File: config.mk
export PLATFORM = sky130hd
export DESIGN_NAME = cacheline_burst_adaptor
export DESIGN_NICKNAME = d
export VERILOG_FILES = /design/src/rtl/cacheline_burst_adaptor.sv
export SDC_FILE = /design/constraint.sdc
export NUM_CORES = 1
export LEC_CHECK = 0
export CAP_MARGIN = 5
export CORE_AREA = 4 4 276 278
export CTS_CLUSTER_DIAMETER = 30
export DETAILED_ROUTE_END_ITERATION = 16
export DIE_AREA = 0 0 280 282
export GPL_TIMING_DRIVEN = 0
export PLACE_DENSITY = 0.7
export SYNTH_ARGS = -nofsm -noshare
export SYNTH_HDL_FRONTEND = slang
export SYNTH_SLANG_ARGS = --single-unit
File: constraint.sdc
create_clock -name clk -period 4.7 [get_ports clk]
set_input_delay 1.175 -clock clk [delete_from_list [all_inputs] [get_ports clk]]
set_output_delay 1.175 -clock clk [all_outputs]
set_load 0.02 [all_outputs]
File: src/rtl/cacheline_burst_adaptor.sv
// rtl/cacheline_burst_adaptor.sv - cache line to 4-beat memory burst adaptor
module cacheline_burst_adaptor #(
    parameter int LINE_WIDTH = 256,
    parameter int BEAT_WIDTH = 64,
    parameter int ADDR_WIDTH = 32
) (
    input  logic                  clk,
    input  logic                  rst,
    input  logic                  line_read,
    input  logic                  line_write,
    input  logic [ADDR_WIDTH-1:0] line_address,
    input  logic [LINE_WIDTH-1:0] line_wdata,
    output logic [LINE_WIDTH-1:0] line_rdata,
    output logic                  line_resp,
    output logic                  burst_read,
    output logic                  burst_write,
    output logic [ADDR_WIDTH-1:0] burst_address,
    output logic [BEAT_WIDTH-1:0] burst_wdata,
    input  logic [BEAT_WIDTH-1:0] burst_rdata,
    input  logic                  burst_resp
);
    localparam int BEATS       = LINE_WIDTH / BEAT_WIDTH;
    localparam int CNT_W       = $clog2(BEATS);
    localparam int OFFSET_BITS = $clog2(LINE_WIDTH / 8);

    typedef enum logic [1:0] {IDLE, READ, WRITE, DONE} state_e;

    state_e                state_q, state_d;
    logic [CNT_W-1:0]      cnt_q, cnt_d;
    logic [ADDR_WIDTH-1:0] addr_q, addr_d;
    logic [LINE_WIDTH-1:0] wdata_q, wdata_d;
    logic [LINE_WIDTH-1:0] buf_q, buf_d;
    logic [LINE_WIDTH-1:0] rdata_q, rdata_d;
    logic [ADDR_WIDTH-1:0] aligned_addr;
    logic                  last_beat;
    logic                  line_offset_unused;

    // Byte offset within the line never reaches memory.
    assign aligned_addr       = {line_address[ADDR_WIDTH-1:OFFSET_BITS], {OFFSET_BITS{1'b0}}};
    assign line_offset_unused = ^line_address[OFFSET_BITS-1:0];
    assign last_beat          = burst_resp && (cnt_q == CNT_W'(BEATS - 1));

    always_ff @(posedge clk or negedge rst) begin
        if (!rst) begin
            state_q <= IDLE;
            cnt_q   <= '0;
            addr_q  <= '0;
            wdata_q <= '0;
            buf_q   <= '0;
            rdata_q <= '0;
        end else begin
            state_q <= state_d;
            cnt_q   <= cnt_d;
            addr_q  <= addr_d;
            wdata_q <= wdata_d;
            buf_q   <= buf_d;
            rdata_q <= rdata_d;
        end
    end

    always_comb begin
        state_d = state_q;
        cnt_d   = cnt_q;
        addr_d  = addr_q;
        wdata_d = wdata_q;
        buf_d   = buf_q;
        rdata_d = rdata_q;
        case (state_q)
            IDLE: begin
                if (line_read) begin
                    addr_d  = aligned_addr;
                    cnt_d   = '0;
                    buf_d   = '0;
                    state_d = READ;
                end else if (line_write) begin
                    addr_d  = aligned_addr;
                    wdata_d = line_wdata;
                    cnt_d   = '0;
                    state_d = WRITE;
                end
            end
            READ: begin
                if (burst_resp) begin
                    buf_d[int'(cnt_q)*BEAT_WIDTH +: BEAT_WIDTH] = burst_rdata;
                    cnt_d = cnt_q + CNT_W'(1);
                    // Publish the completed line so it is already valid during DONE.
                    if (last_beat) begin
                        rdata_d = buf_d;
                        state_d = DONE;
                    end
                end
            end
            WRITE: begin
                if (burst_resp) begin
                    cnt_d = cnt_q + CNT_W'(1);
                    if (last_beat) begin
                        state_d = DONE;
                    end
                end
            end
            DONE: begin
                state_d = IDLE;
            end
            default: begin
                state_d = IDLE;
            end
        endcase
    end

    assign burst_read    = (state_q == READ);
    assign burst_write   = (state_q == WRITE);
    assign burst_address = addr_q;
    assign burst_wdata   = (state_q == WRITE) ? wdata_q[int'(cnt_q)*BEAT_WIDTH +: BEAT_WIDTH] : '0;
    assign line_resp     = (state_q == DONE);
    assign line_rdata    = rdata_q;

endmodule

==> flow_summary.json, run 1 <==
{
  "final_common_cell": "dfrtp_1",
  "holdWs_ps": 450.1,
  "clock_sinks": 735,
  "fp.coreArea_um2": 73950,
  "fin_worst_skew_ps": 46.69,
  "maxSlewHeadroom_pct": 23.99,
  "drive_above_1_share_pct": 23.95,
  "yosys_warnings": 0,
  "gr-total-overflow": 0,
  "fp-row-count": 100,
  "areaGrowthSynthToFinish_pct": 41.72,
  "yosysSeqAreaShare_pct": 57.78,
  "synth_cells": 2346,
  "drt_iter0_markers": 1960,
  "track_usage_pct": 28.19,
  "die_area_um2": 78960,
  "cts_buffers": 151,
  "start_util_pct": 43.05,
  "path_class": "reg -> out",
  "antenna_found_initial": 22,
  "fmax_ghz": 0.2210,
  "cts_tree": "built",
  "yosys.area.top_type": "dfrtp_1",
  "top_level_ports": 712,
  "clock-root-buffer": "clkbuf_16",
  "layout.nets": 3537,
  "vdd_ir_drop_max_mv": 0.4570,
  "total_leakage_power_nw": 20.46,
  "finalMaxSlewViolations": 0,
  "synthTopCellsByArea": "dfrtp_1 (58%), mux2_4 (11%), a22o_1 (5.1%)",
  "period_needed_ps": 4525,
  "hold_violations": 0,
  "rr_worst_depth": 8,
  "antenna_left": 0,
  "dr.pass1.iters": 5,
  "grt_start_max_net_pins": 128,
  "grt_pass1_wl_mm": 167.4,
  "crit_start": "state_q[0]",
  "pwr_density_cell_nw_per_um2": 688.4,
  "die_x_um": 280,
  "period_share_pct": 96.27,
  "rsz0062_at_grt": "no",
  "status": "complete, no violations",
  "gp_congestion": 0.9079,
  "crit_end": "burst_wdata[61]",
  "start_kind": "register",
  "port-buffer-count": 661,
  "setup_viol": 0,
  "totalWireLength_mm": 113.6,
  "grt_pass1_vias": 26130,
  "clk_latency_ps": 720,
  "hp-class": "in -> async",
  "tightest_slew_ps": 1136,
  "arrival_ps": 3350,
  "via_per_inst": 5.719,
  "synth_ff_type": "dfrtp_1",
  "r2r-end": "line_rdata[194]",
  "worstPathMaxFanout": 10,
  "yosysTopAreaCellShare_pct": 57.78,
  "clk_pin_slew_ps": 50,
  "dp.final_hpwl_mm": 82.87,
  "worst_setup_path_end_kind": "output pin",
  "drc": 0,
  "synth_area_um2": 31830,
  "required_ps": 3520,
  "fin_tns_setup_ps": 0,
  "cts_hold_buffers": 0,
  "synth_edf_count": 0,
  "dr_total_vias": 24490,
  "cts_buffer_depth": 3,
  "htree_levels": 4,
  "reg2reg_setup_slack_ps": 690,
  "netlist-cell-type-count": 46,
  "die_y_um": 282,
  "avgSynthCellArea_um2": 13.57,
  "ys_async_sr_fraction_pct": 100.0,
  "rr_startpoint": "cnt_q[1]",
  "synth_seq_cells": 735,
  "layout_common_cells": "dfrtp_1 (735), clkdlybuf4s50_1 (660), nor2_1 (273)",
  "cap_violations": 0,
  "wl_per_cell_um": 26.53
}
[flip-flops by register name, indices dropped and copies added, names as in the netlist]
register and flops:
cnt_q 2, buf_q 192, wdata_q 256, state_q 2, line_rdata 256, burst_address 27
[kinds of logic (layout without fill, tap and decap cells)]
kind of cell    count (synthesis)  in the layout  share of synthesized area [%]
flops                         735            735                          57.78
mux                           348            348                          17.40
compound gates                526            526                          13.45
simple gates                  464            464                          6.387
buf+inv                       262           1206                          4.583
other cells                     1             24                        0.01178
fa+ha+maj                      10             10                         0.3931
[worst min path at each step]
stage	slack [ps]	depth (start not counted)	from	end
3_5_place_dp	470	2	line_rdata[200]	line_rdata[200]
3_3_place_gp	460	2	line_rdata[239]	line_rdata[239]
4_1_cts	430	1	rst	line_rdata[48]
5_1_grt	450	1	rst	line_rdata[51]
6_report	450	1	rst	line_rdata[49]
2_1_floorplan	470	1	buf_q[63]	buf_q[63]
[cell usage after synthesis, drive strengths merged, types with 2 or more instances]
cell	count
a21o	3
a21oi	66
a221oi	104
a22o	185
a32o	48
a32oi	64
and2	65
and4bb	2
buf	183
clkbuf	71
dfrtp	735
ha	10
inv	8
mux2	283
mux4	64
nand2	83
nand3	27
nor2	274
nor2b	2
nor3b	3
o211ai	26
o21ai	28
[cell type report]
class                           count  area [um2]
Tap cell                          969        1212
Fill cell                        5581       28830
Sequential cell                   735       18390
Multi-Input combinational cell   1353       12000
Antenna cell                       19       47.55
Timing Repair Buffer              667        6787
Inverter                            8       30.03
Clock buffer                      200        4238
Clock inverter                     77       980.9
Buffer                            254        1430
[worst max-delay path, cell delays in order (launching register included)]
cell	delay [ps]
dfrtp_1	430
inv_1	110
ha_1	170
buf_1	540
clkbuf_1	510
and2_1	210
clkdlybuf4s50_1	690
[routing by layer]
metal	wire length, um	up-vias	part of all wire (%)	GRT usage (%)
met5	73	-	0.064	0
met4	4930	10	4.3	13.92
met3	9493	262	8.4	8.504
met2	55570	1252	49	46.25
met1	43530	12590	38	34.19
li1	-	10380	-	-
[through the flow]
stage	util (%)	setup WS (ps)	instances	area (um2)	total power [mW]
finish	61.01	175.1	4282	45110	31.06
global route	61.00	69.15	4279	45110	32.27
CTS	60.94	37.72	4263	45070	31.15
detailed placement	53.89	672.9	3986	39850	20.20
global placement	53.66	-29150	3980	39680	19.91
floorplan	-	1932	2350	31850	15.72
[where the power goes]
part | switching [mW] | internal [mW]
Combinational | 5.18 | 5.28
Sequential | 1.38 | 8.41
Clock | 3.61 | 7.19
[what timing repair did]
action,in CTS,in global routing
setup buffers,0,0
gates resized for setup,0,2
setup endpoints to repair,0,8
(Power assumes the default switching activity.)
==> inputs of run 2 (changes only) <==
Settings changed: SLEW_MARGIN set to 15.
==> flow_summary.json, run 2 (same netlist as run 1, synthesis figures left out) <==
{
  "pwr_density_cell_nw_per_um2": 690.3,
  "fin_worst_skew_ps": 18.61,
  "clk_latency_ps": 720,
  "layout.nets": 3537,
  "arrival_ps": 3320,
  "worstPathMaxFanout": 10,
  "grt_pass1_vias": 25890,
  "dp.final_hpwl_mm": 82.98,
  "dp_slack_ps": 694.0,
  "wl_per_cell_um": 26.38,
  "rr_startpoint": "cnt_q[1]",
  "min_from": "line_rdata[211]",
  "fin_tns_setup_ps": 0,
  "period_share_pct": 95.59,
  "gp_congestion": 0.9079,
  "required_ps": 3520,
  "cap_violations": 0,
  "total_power_mw": 31.24,
  "track_usage_pct": 28.09,
  "tightest_slew_ps": 1093,
  "totalWireLength_mm": 113.0,
  "holdWs_ps": 483.4,
  "postCtsSetupBuffers": 0,
  "maxSlewHeadroom_pct": 26.89,
  "start_util_pct": 43.05,
  "drc": 0,
  "fp.coreArea_um2": 73950,
  "start_kind": "register",
  "areaGrowthSynthToFinish_pct": 42.17,
  "hold_violations": 0,
  "die_area_um2": 78960,
  "top_level_ports": 712,
  "hp-class": "reg -> reg",
  "vdd_ir_drop_max_mv": 0.4208,
  "grt_pass1_wl_mm": 166.9,
  "clock_sinks": 735,
  "gr-total-overflow": 0,
  "finalMaxSlewViolations": 0,
  "final_common_cell": "dfrtp_1",
  "setup_ws_ps": 207.1,
  "cts_buffer_depth": 3,
  "drive_above_1_share_pct": 24.11,
  "worst_setup_path_end_kind": "output pin",
  "rsz0062_at_grt": "no",
  "via_per_inst": 5.711,
  "dr_total_vias": 24470,
  "holdPathStages": 2,
  "r2r-end": "line_rdata[201]",
  "grt_start_max_net_pins": 109,
  "period_needed_ps": 4493,
  "post_cts_resized": 0,
  "antenna_found_initial": 26,
  "port-buffer-count": 661,
  "die_y_um": 282,
  "antenna_left": 0,
  "rr_worst_depth": 8,
  "layout_common_cells": "dfrtp_1 (735), clkdlybuf4s50_1 (660), nor2_1 (273)",
  "dr.pass1.iters": 7,
  "clock-root-buffer": "clkbuf_16",
  "htree_levels": 4,
  "cts_tree": "built",
  "fmax_ghz": 0.2226,
  "drt_iter0_markers": 2000,
  "cts_buffers": 150,
  "die_x_um": 280,
  "total_leakage_power_nw": 20.52,
  "cts_hold_buffers": 0,
  "status": "complete, no violations",
  "fp-row-count": 100,
  "setup_viol": 0,
  "clk_pin_slew_ps": 50,
  "min_to": "line_rdata[211]",
  "reg2reg_setup_slack_ps": 660,
  "path_class": "reg -> out",
  "fin_util_pct": 61.20
}
==> run 2: cell count changes in the layout (fill, tap and decap cells not counted), moves of 2 or more <==
cell and change:
clkbuf_8 +2, clkbuf_16 -2, clkinv_2 -7, clkinv_4 +2, inv_6 +4, clkbuf_1 -6, diode_2 +4, clkinv_8 +2
bufinv_16 +4
==> run 2: stage by stage <==
step	instance area [um2]	instances
after CTS	45200	4262
final	45260	4285
after detailed placement	39870	3987
after floorplan	31850	2350
after global routing	45250	4282
after global placement	39680	3980
==> run 2: per-layer routing <==
| layer | track usage (%) | vias up | part of all wire, % |
|---|---|---|---|
| met2 | 46.20 | 1294 | 49 |
| met1 | 34.32 | 12520 | 38 |
| met4 | 12.88 | 8 | 4.3 |
| met3 | 8.545 | 267 | 8.9 |
| met5 | 0 | - | 0.061 |
| li1 | - | 10380 | - |
==> run 2: worst max-delay path, stage by stage, from the launching register on <==
cell and delay (ps):
dfrtp_1 430, inv_1 110, ha_1 170, buf_1 510, clkbuf_1 510, and2_1 240
clkdlybuf4s50_1 640
==> run 2: layout make-up <==
class / count / area [um2]
Tap cell: 969 / 1212
Sequential cell: 735 / 18390
Multi-Input combinational cell: 1353 / 12000
Antenna cell: 23 / 57.56
Timing Repair Buffer: 668 / 6814
Buffer: 254 / 1430
Fill cell: 5498 / 28690
Clock buffer: 194 / 4193
Clock inverter: 81 / 1130
Inverter: 8 / 30.03
==> run 2: worst max-delay path by stage <==
stage	startpoint	end	slack [ps]	cells past startpoint
after floorplan	cnt_q[0]	burst_wdata[37]	1930	5
after global placement	rst	line_rdata[192]	-29150	1
after detailed placement	cnt_q[1]	buf_q[76]	690	9
after CTS	state_q[0]	burst_wdata[8]	6	6
after global routing	cnt_q[1]	burst_wdata[61]	70	5
final	state_q[0]	burst_wdata[49]	210	6
==> run 2: report_power, final <==
group | switching (mW) | internal (mW) | total, mW
sequential | 1.37 | 8.41 | 9.79
clock | 3.64 | 7.39 | 11.0
combinational | 5.16 | 5.28 | 10.4
total | 10.2 | 21.1 | 31.2
